===== config.mk =====
export PLATFORM = sky130hd
export DESIGN_NAME = pipeline_hazard_ctrl
export DESIGN_NICKNAME = d
export VERILOG_FILES = /design/src/rtl/pipeline_hazard_ctrl.sv
export SDC_FILE = /design/constraint.sdc
export NUM_CORES = 1
export LEC_CHECK = 0
export CAP_MARGIN = 20
export CORE_UTILIZATION = 39
export CTS_CLUSTER_SIZE = 12
export DETAILED_ROUTE_END_ITERATION = 10
export PLACE_DENSITY_LB_ADDON = 0.05
export SLEW_MARGIN = 20
export SYNTH_ARGS = -nofsm -noshare
export SYNTH_HDL_FRONTEND = slang
export SYNTH_SLANG_ARGS = --single-unit
export TNS_END_PERCENT = 100

===== constraint.sdc =====
create_clock -name clk_i -period 1.8 [get_ports clk_i]
set_input_delay 0.18 -clock clk_i [delete_from_list [all_inputs] [get_ports clk_i]]
set_output_delay 0.18 -clock clk_i [all_outputs]
set_load 0.02 [all_outputs]

===== src/rtl/pipeline_hazard_ctrl.sv =====
// Stall/flush sequencer for the 5-stage RV32 pipeline (load-use, taken branch, data-memory wait).
// Optional build macro HAZ_NO_FWD_EN: no-forwarding interlock against DE, EM and MW writers.
module pipeline_hazard_ctrl #(
    parameter int CNT_W       = 16,
    parameter int TO_W        = 8,
    parameter int MEM_TIMEOUT = 255
) (
    input  logic             clk_i,
    input  logic             reset_i,
    input  logic [4:0]       fd_rs1_i,
    input  logic [4:0]       fd_rs2_i,
    input  logic             fd_use_rs1_i,
    input  logic             fd_use_rs2_i,
    input  logic [4:0]       de_rd_i,
    input  logic             de_reg_write_i,
    input  logic             de_mem_read_i,
    input  logic [4:0]       em_rd_i,
    input  logic             em_reg_write_i,
    input  logic [4:0]       mw_rd_i,
    input  logic             mw_reg_write_i,
    input  logic             em_pc_select_i,
    input  logic             dmem_req_i,
    input  logic             dmem_ready_i,
    output logic             pc_stall_o,
    output logic             fd_stall_o,
    output logic             fd_flush_o,
    output logic             de_stall_o,
    output logic             de_flush_o,
    output logic             em_stall_o,
    output logic             em_flush_o,
    output logic             mw_bubble_o,
    output logic [1:0]       state_o,
    output logic [CNT_W-1:0] stall_count_o,
    output logic             mem_err_o
);

    localparam logic [1:0] ST_RUN        = 2'd0;
    localparam logic [1:0] ST_LOAD_STALL = 2'd1;
    localparam logic [1:0] ST_MEM_WAIT   = 2'd2;
    localparam logic [1:0] ST_FLUSH      = 2'd3;

    logic [1:0]       r_state;
    logic [TO_W-1:0]  r_wait_cnt;
    logic [CNT_W-1:0] r_stall_cnt;
    logic             r_mem_err;

    logic [1:0] w_next;
    logic       w_de_hit;
    logic       w_load_use;
    logic       w_raw;
    logic       w_mem_hold;
    logic       w_timeout;
    logic       w_err_set;
    logic       w_pc_stall, w_fd_stall, w_fd_flush, w_de_stall;
    logic       w_de_flush, w_em_stall, w_em_flush, w_mw_bubble;

    // A writer with rd=x0 never creates a dependency.
    assign w_de_hit = de_reg_write_i && (de_rd_i != 5'd0) &&
                      ((fd_use_rs1_i && (fd_rs1_i == de_rd_i)) ||
                       (fd_use_rs2_i && (fd_rs2_i == de_rd_i)));
    assign w_load_use = de_mem_read_i && w_de_hit;

`ifdef HAZ_NO_FWD_EN
    logic w_em_hit;
    logic w_mw_hit;
    assign w_em_hit = em_reg_write_i && (em_rd_i != 5'd0) &&
                      ((fd_use_rs1_i && (fd_rs1_i == em_rd_i)) ||
                       (fd_use_rs2_i && (fd_rs2_i == em_rd_i)));
    assign w_mw_hit = mw_reg_write_i && (mw_rd_i != 5'd0) &&
                      ((fd_use_rs1_i && (fd_rs1_i == mw_rd_i)) ||
                       (fd_use_rs2_i && (fd_rs2_i == mw_rd_i)));
    assign w_raw = w_load_use || w_de_hit || w_em_hit || w_mw_hit;
`else
    logic w_unused_fwd;
    assign w_unused_fwd = ^{em_rd_i, em_reg_write_i, mw_rd_i, mw_reg_write_i};
    assign w_raw = w_load_use;
`endif

    assign w_mem_hold = dmem_req_i && !dmem_ready_i;
    assign w_timeout  = (r_wait_cnt == TO_W'(MEM_TIMEOUT));

    always_comb begin
        w_next      = ST_RUN;
        w_err_set   = 1'b0;
        w_pc_stall  = 1'b0;
        w_fd_stall  = 1'b0;
        w_fd_flush  = 1'b0;
        w_de_stall  = 1'b0;
        w_de_flush  = 1'b0;
        w_em_stall  = 1'b0;
        w_em_flush  = 1'b0;
        w_mw_bubble = 1'b0;
        case (r_state)
            ST_MEM_WAIT: begin
                if (dmem_ready_i) begin
                    w_next = ST_RUN;
                end else if (w_timeout) begin
                    // Give up on the access: drop it from EM and keep MW from writing back.
                    w_err_set   = 1'b1;
                    w_em_flush  = 1'b1;
                    w_mw_bubble = 1'b1;
                    w_next      = ST_RUN;
                end else begin
                    w_pc_stall  = 1'b1;
                    w_fd_stall  = 1'b1;
                    w_de_stall  = 1'b1;
                    w_em_stall  = 1'b1;
                    w_mw_bubble = 1'b1;
                    w_next      = ST_MEM_WAIT;
                end
            end
            default: begin
                if (w_mem_hold) begin
                    w_pc_stall  = 1'b1;
                    w_fd_stall  = 1'b1;
                    w_de_stall  = 1'b1;
                    w_em_stall  = 1'b1;
                    w_mw_bubble = 1'b1;
                    w_next      = ST_MEM_WAIT;
                end else if (em_pc_select_i && (r_state != ST_FLUSH)) begin
                    w_fd_flush = 1'b1;
                    w_de_flush = 1'b1;
                    w_em_flush = 1'b1;
                    w_next     = ST_FLUSH;
                end else if (w_raw) begin
                    w_pc_stall = 1'b1;
                    w_fd_stall = 1'b1;
                    w_de_flush = 1'b1;
                    w_next     = ST_LOAD_STALL;
                end
            end
        endcase
    end

    assign pc_stall_o    = w_pc_stall  && !reset_i;
    assign fd_stall_o    = w_fd_stall  && !reset_i;
    assign fd_flush_o    = w_fd_flush  && !reset_i;
    assign de_stall_o    = w_de_stall  && !reset_i;
    assign de_flush_o    = w_de_flush  && !reset_i;
    assign em_stall_o    = w_em_stall  && !reset_i;
    assign em_flush_o    = w_em_flush  && !reset_i;
    assign mw_bubble_o   = w_mw_bubble && !reset_i;
    assign state_o       = r_state;
    assign stall_count_o = r_stall_cnt;
    assign mem_err_o     = r_mem_err;

    always_ff @(posedge clk_i) begin
        if (reset_i) begin
            r_state     <= ST_RUN;
            r_wait_cnt  <= '0;
            r_stall_cnt <= '0;
            r_mem_err   <= 1'b0;
        end else begin
            r_state <= w_next;
            if (w_next == ST_MEM_WAIT) begin
                r_wait_cnt <= (r_state == ST_MEM_WAIT) ? r_wait_cnt + 1'b1 : TO_W'(1);
            end else begin
                r_wait_cnt <= '0;
            end
            if (w_pc_stall && (r_stall_cnt != {CNT_W{1'b1}})) begin
                r_stall_cnt <= r_stall_cnt + 1'b1;
            end
            if (w_err_set) begin
                r_mem_err <= 1'b1;
            end
        end
    end

endmodule


Word-level counts from Yosys, hierarchy flattened
Index checks and enable logic that the tools add are counted.
- register bits: 27
- input bits: 36
- output and inout bits: 27
- $add $sub $neg: 2
- equal/unequal tests: 7
- multiplexer cells: 27
- bitwise gates (word level): 2
- reduce and logical (&&, ||, !) cells: 20
- operator list (cell ; number):
    two-way mux 1 bit ; 22
    adder 16 x 1 -> 16 bit (second input constant) ; 1
    inequality test 16 bit (second input constant) ; 1
    logical AND 1 bit ; 14
    equality test 5 bit ; 2
    two-way mux 2 bit ; 5
    adder 8 x 1 -> 8 bit (second input constant) ; 1
    equality test 8 bit (second input constant) ; 1
    nonzero test 5 bit ; 1
    equality test 2 bit (second input constant) ; 2
    OR reduction 3 bit ; 1
    logical NOT 1 bit ; 2
    inequality test 2 bit (second input constant) ; 1
    NOT 1 bit ; 2
    OR reduction 2 bit ; 1
    logical OR 1 bit ; 1

Longest topological paths before layout
- depth in word-level cells: 12
- mapped depth: 9
- gate-level depth less buffers: 7

Least setup slack after synthesis
OpenSTA, ideal clock, no wires.
- path kind: reg2out
- from: register r_state[1] (netlist: state_o[1])
- to: output port pc_stall_o
- arrival: 1887 ps
- data required time: 1620 ps
- path slack: -267 ps
- cell stages (with the launch flop): 10
- buffers on the path: 4
- cell sequence: dfxtp_1 nor2b_1 buf_4 nor2_1 nor3_2 a31oi_4 buf_6 buf_6 nor2_1 buf_4
- cells in the longest elaborated chain, start to end: 6
- ends and longest elaborated chain (what ; line ; text):
    start, declared ; 42 ; logic [1:0] r_state;
    start signal, assigned ; 154 ; r_state <= w_next;
    inequality test 2 bit ; 120 ; end else if (em_pc_select_i && (r_state != ST_FLUSH)) begin
    logical AND 1 bit ; 120 ;
    two-way mux 1 bit (2 in a row) ; n/a ;
    two-way mux 1 bit (*) ; n/a ;
    logical AND 1 bit (*) ; n/a ;
    end, declared ; 24 ; output logic pc_stall_o,
Every way passes the cells marked *; elsewhere a longest branch is shown, timed or not.

Final worst setup path
- from: register r_wait_cnt[1]
- to: output port em_stall_o
- cells in the longest elaborated chain, start to end: 5
- ends and longest elaborated chain (what ; line ; text):
    start, declared ; 43 ; logic [TO_W-1:0] r_wait_cnt;
    start signal, assigned ; 156 ; r_wait_cnt <= (r_state == ST_MEM_WAIT) ? r_wait_cnt + 1'b1 : TO_W'(1);
    equality test 8 bit ; 80 ; assign w_timeout = (r_wait_cnt == TO_W'(MEM_TIMEOUT));
    two-way mux 1 bit ; 97 ; end else if (w_timeout) begin
    two-way mux 1 bit ; 95 ; if (dmem_ready_i) begin
    two-way mux 1 bit ; 93 ; case (r_state)
    logical AND 1 bit ; 140 ; assign em_stall_o = w_em_stall && !reset_i;
    end, declared ; 29 ; output logic em_stall_o,
Every way passes these cells.

==> flow_metrics.py <==
metrics = {
    "drt": {
        "dr.pass1.iters": 4,
        "via_per_inst": 5.36,
        "drt-initial-drc-count": 70,
        "wirelength_mm": 4.61,
        "drtAntennaViolNets": 0,
        "vias": 1730,
        "drc_errors": 0,
        "wl_per_cell_um": 14.3,
    },
    "logic_synthesis": {
        "ys_warn_count": 0,
        "muxShareOfSynthArea": 0.0189,
        "synth_xor_area_frac": 0.0881,
        "postSynthAreaPerCell_um2": 8.46,
        "synth_top_area_share": 0.340,
        "syn_inst": 188,
        "synth_top_family_by_area": "simple AND/OR/NAND/NOR gates",
        "synthAdderAreaFrac": 0.0157,
        "syn_area_um2": 1590,
        "synth_area_leaders": "dfxtp_1 34%, xnor2_1 7.2%, a21oi_1 4.7%",
        "synth_compound_area_frac": 0.152,
        "synth_ff_type": "dfxtp_1",
        "seq_area_frac_synth": 0.340,
        "synth_edf_count": 0,
        "syn_nets": 226,
        "ys_types": 41,
        "synth-seq-cells": 27,
        "synthArstFlopShare": 0,
        "yosysTopAreaCell": "dfxtp_1",
        "synthSimpleGateAreaFrac": 0.321,
    },
    "worst_setup_path": {
        "arrival_ns": 1.80,
        "start_kind": "flip-flop",
        "r2r_cells": 8,
        "regToRegStartpoint": "r_wait_cnt[1]",
        "r2r_slack_ns": -0.12,
        "endpoint_kind": "output port",
        "critPathRequiredTime_ns": 1.62,
        "path_class": "flip-flop to output port",
        "r2r-end": "stall_count_o[3]",
        "critPathMaxFanout": 3,
    },
    "power_and_ir_drop": {
        "p_leak_nw": 1.01,
        "cellPowerDensity_nw_per_um2": 474,
        "p_clk_frac": 0.279,
        "p_int_uw": 938,
        "switching_share": 0.282,
        "ir_worst_vdd_mv": 0.418,
        "p_comb_frac": 0.251,
        "seqPwrFrac": 0.470,
        "power.switching_uw": 368,
    },
    "clock_tree": {
        "numClockSinks": 27,
        "clockBufferDepth": 2,
        "clk_latency_ns": 0.28,
        "clock-root-buffer": "clkbuf_8",
        "htree_levels": 1,
        "tritoncts": "built",
        "clk_pin_slew_ns": 0.10,
        "cts_buffers": 3,
        "hold_buffers": 0,
    },
    "timing": {
        "relSlewSlack": 0.719,
        "hold_viol": 0,
        "finalCriticalPeriod_ns": 1.98,
        "skew_ns": 0.00837,
        "fin_ws_ns": -0.180,
        "post-route-period-util": 1.10,
        "worst_pin_slew_ns": 0.421,
        "fmax_mhz": 505,
        "fin_setup_tns_ns": -1.90,
        "setup_viol": 20,
        "finalMaxSlewViolations": 0,
        "rsz0062_at_grt": "true",
    },
    "die": {
        "ioPinCount": 63,
        "initial_core_util": 0.422,
        "die_w_um": 65.9,
        "placementRows": 22,
        "design.die.area_um2": 4340,
        "core_um2": 3770,
        "die_y_um": 65.9,
    },
    "global_routing": {
        "first_global_vias": 1676,
        "grt-ovfl-total": 0,
        "grt_pass1_wl_mm": 7.43,
        "track_usage": 0.220,
        "antenna_found_initial": 0,
        "grt_max_degree": 20,
    },
    "placement": {
        "hpwl_mm": 3.20,
        "io_buffer_count": 50,
        "placed_area_um2": 2370,
        "place_inst": 309,
        "gp_congestion": 0.849,
    },
    "cells_and_area": {
        "regArea_um2": 558,
        "syn2layout_area_growth_pct": 73.3,
        "final_layout_size_suffix_gt1_frac": 0.415,
        "multi_input_area_um2": 1190,
        "num_antenna_cells": 0,
        "fin_nets": 314,
        "fillers": 270,
        "fin_cells": 323,
        "final_area_um2": 2760,
    },
    "worst_hold_path": {
        "hold_class": "flip-flop to flip-flop",
        "min_path_cells": 2,
        "whs_endpoint": "stall_count_o[5]",
        "hold_path_startpoint": "stall_count_o[5]",
    },
    "run_status": {
        "violations": "negative setup slack",
        "status": "finished with violations",
    },
    "flow_run": {
        "drv_cap": 0,
    },
}
## layer usage
layer,up-vias,part of all wire,GRT usage
met5,-,0,0
met4,0,0.0093,0.0353
met3,5,0.041,0.0397
met2,48,0.50,0.385
met1,816,0.45,0.282
li1,861,-,-
## cell type report
cell class                 count  area share
multi-input combinational    144       0.432
timing repair buffer          95       0.319
sequential                    27       0.202
tap                           48      0.0218
clock buffer                   3      0.0150
inverter                       5     0.00681
clock inverter                 1     0.00272
## synthesized netlist by cell type (2+ instances only)
library cell  count
nand3_1          12
nand2b_1          3
inv_1             5
or4_1             9
clkbuf_1          3
o31a_1            2
o31ai_1           8
buf_6             3
ha_1              2
nand2_1          11
nor2_1           19
a21oi_1          15
nand4_1           6
buf_4             4
o41ai_1           2
or3_1             4
nor3_1            3
and3_1            5
nor3_2            3
mux2_4            2
xor2_1            3
xnor2_1          13
nor4_1            4
o21ai_1           2
dfxtp_1          27
nor2b_1           3
## layout by cell type, fill, tap and decap left out, types with 2 or more instances in the layout
master | synthesis | routed
a21oi_1 | 15 | 6
nand2b_1 | 3 | 2
xnor2_1 | 13 | 13
buf_4 | 4 | 35
nor3_2 | 3 | 2
dfxtp_2 | 0 | 8
clkbuf_2 | 0 | 3
or4_4 | 0 | 6
nor3_4 | 0 | 2
nor2_4 | 0 | 4
inv_1 | 5 | 5
nand3_1 | 12 | 11
buf_6 | 3 | 12
nor4_4 | 0 | 2
or3_4 | 0 | 2
or4_1 | 9 | 3
nor2_2 | 1 | 2
dlygate4sd2_1 | 0 | 12
dfxtp_4 | 0 | 2
clkdlybuf4s50_1 | 0 | 28
buf_12 | 0 | 2
and3_1 | 5 | 4
nor2b_1 | 3 | 3
dfxtp_1 | 27 | 17
a21oi_2 | 0 | 8
o31ai_1 | 8 | 7
nand2_1 | 11 | 9
nor3_1 | 3 | 2
o21ai_1 | 2 | 2
o31a_1 | 2 | 2
xor2_1 | 3 | 3
nor2_1 | 19 | 14
mux2_4 | 2 | 2
nand4_1 | 6 | 6
nor4_1 | 4 | 2
or3_1 | 4 | 2
clkbuf_8 | 0 | 3
## sequential cells by signal (all words and copies together) (netlist names)
name           cells
state_o            2
mem_err_o          1
stall_count_o     16
r_wait_cnt         8
## repair_timing
item	4_1_cts	5_1_grt
gates resized for setup	81	39
endpoints found under the setup margin	24	30
buffers inserted	7	3
gates cloned	1	0
pin swaps	19	4
## power by group through the flow
stage	combinational (mW)	sequential (mW)	clock [mW]
2_1_floorplan	0.120	0.635	0
3_3_place_gp	0.256	0.625	0
3_5_place_dp	0.262	0.626	0
4_1_cts	0.302	0.613	0.370
5_1_grt	0.347	0.615	0.391
6_report	0.328	0.614	0.364
## worst max-delay path by stage
| stage | to | slack, ns | startpoint |
|---|---|---|---|
| 6_report | em_stall_o | -0.18 | r_wait_cnt[1] |
| 3_3_place_gp | de_flush_o | -0.60 | de_rd_i[0] |
| 2_1_floorplan | pc_stall_o | -0.04 | state_o[0] |
| 3_5_place_dp | de_flush_o | -0.64 | de_rd_i[0] |
| 5_1_grt | pc_stall_o | -0.26 | r_wait_cnt[3] |
| 4_1_cts | fd_stall_o | -0.24 | r_wait_cnt[0] |
## logic make-up (layout without fill, tap and decap cells)
family,count (synthesis),in the layout
flops,27,27
mux,2,2
compound gates,34,34
simple gates,90,90
buf+inv,17,104
fa+ha+maj,2,2
xor+xnor,16,16
## stage by stage
stage / total power, mW / utilization / setup WS [ns] / hold slack [ns]
floorplan: 0.755 / - / -0.0363 / 0.360
global placement: 0.881 / 0.630 / -0.595 / 0.455
detailed placement: 0.888 / 0.630 / -0.641 / 0.454
CTS: 1.29 / 0.693 / -0.236 / 0.479
global route: 1.35 / 0.731 / -0.260 / 0.530
finish: 1.31 / 0.731 / -0.180 / 0.506
## critical path, stage by stage, from the launching register on
cell and delay (ns):
dfxtp_4 0.37, ha_4 0.16, nand2_4 0.07, nor4_4 0.04, buf_4 0.15, buf_6 0.11
or3_4 0.34, nor2_4 0.14, buf_6 0.14
Power figures use the tool's default switching activity.
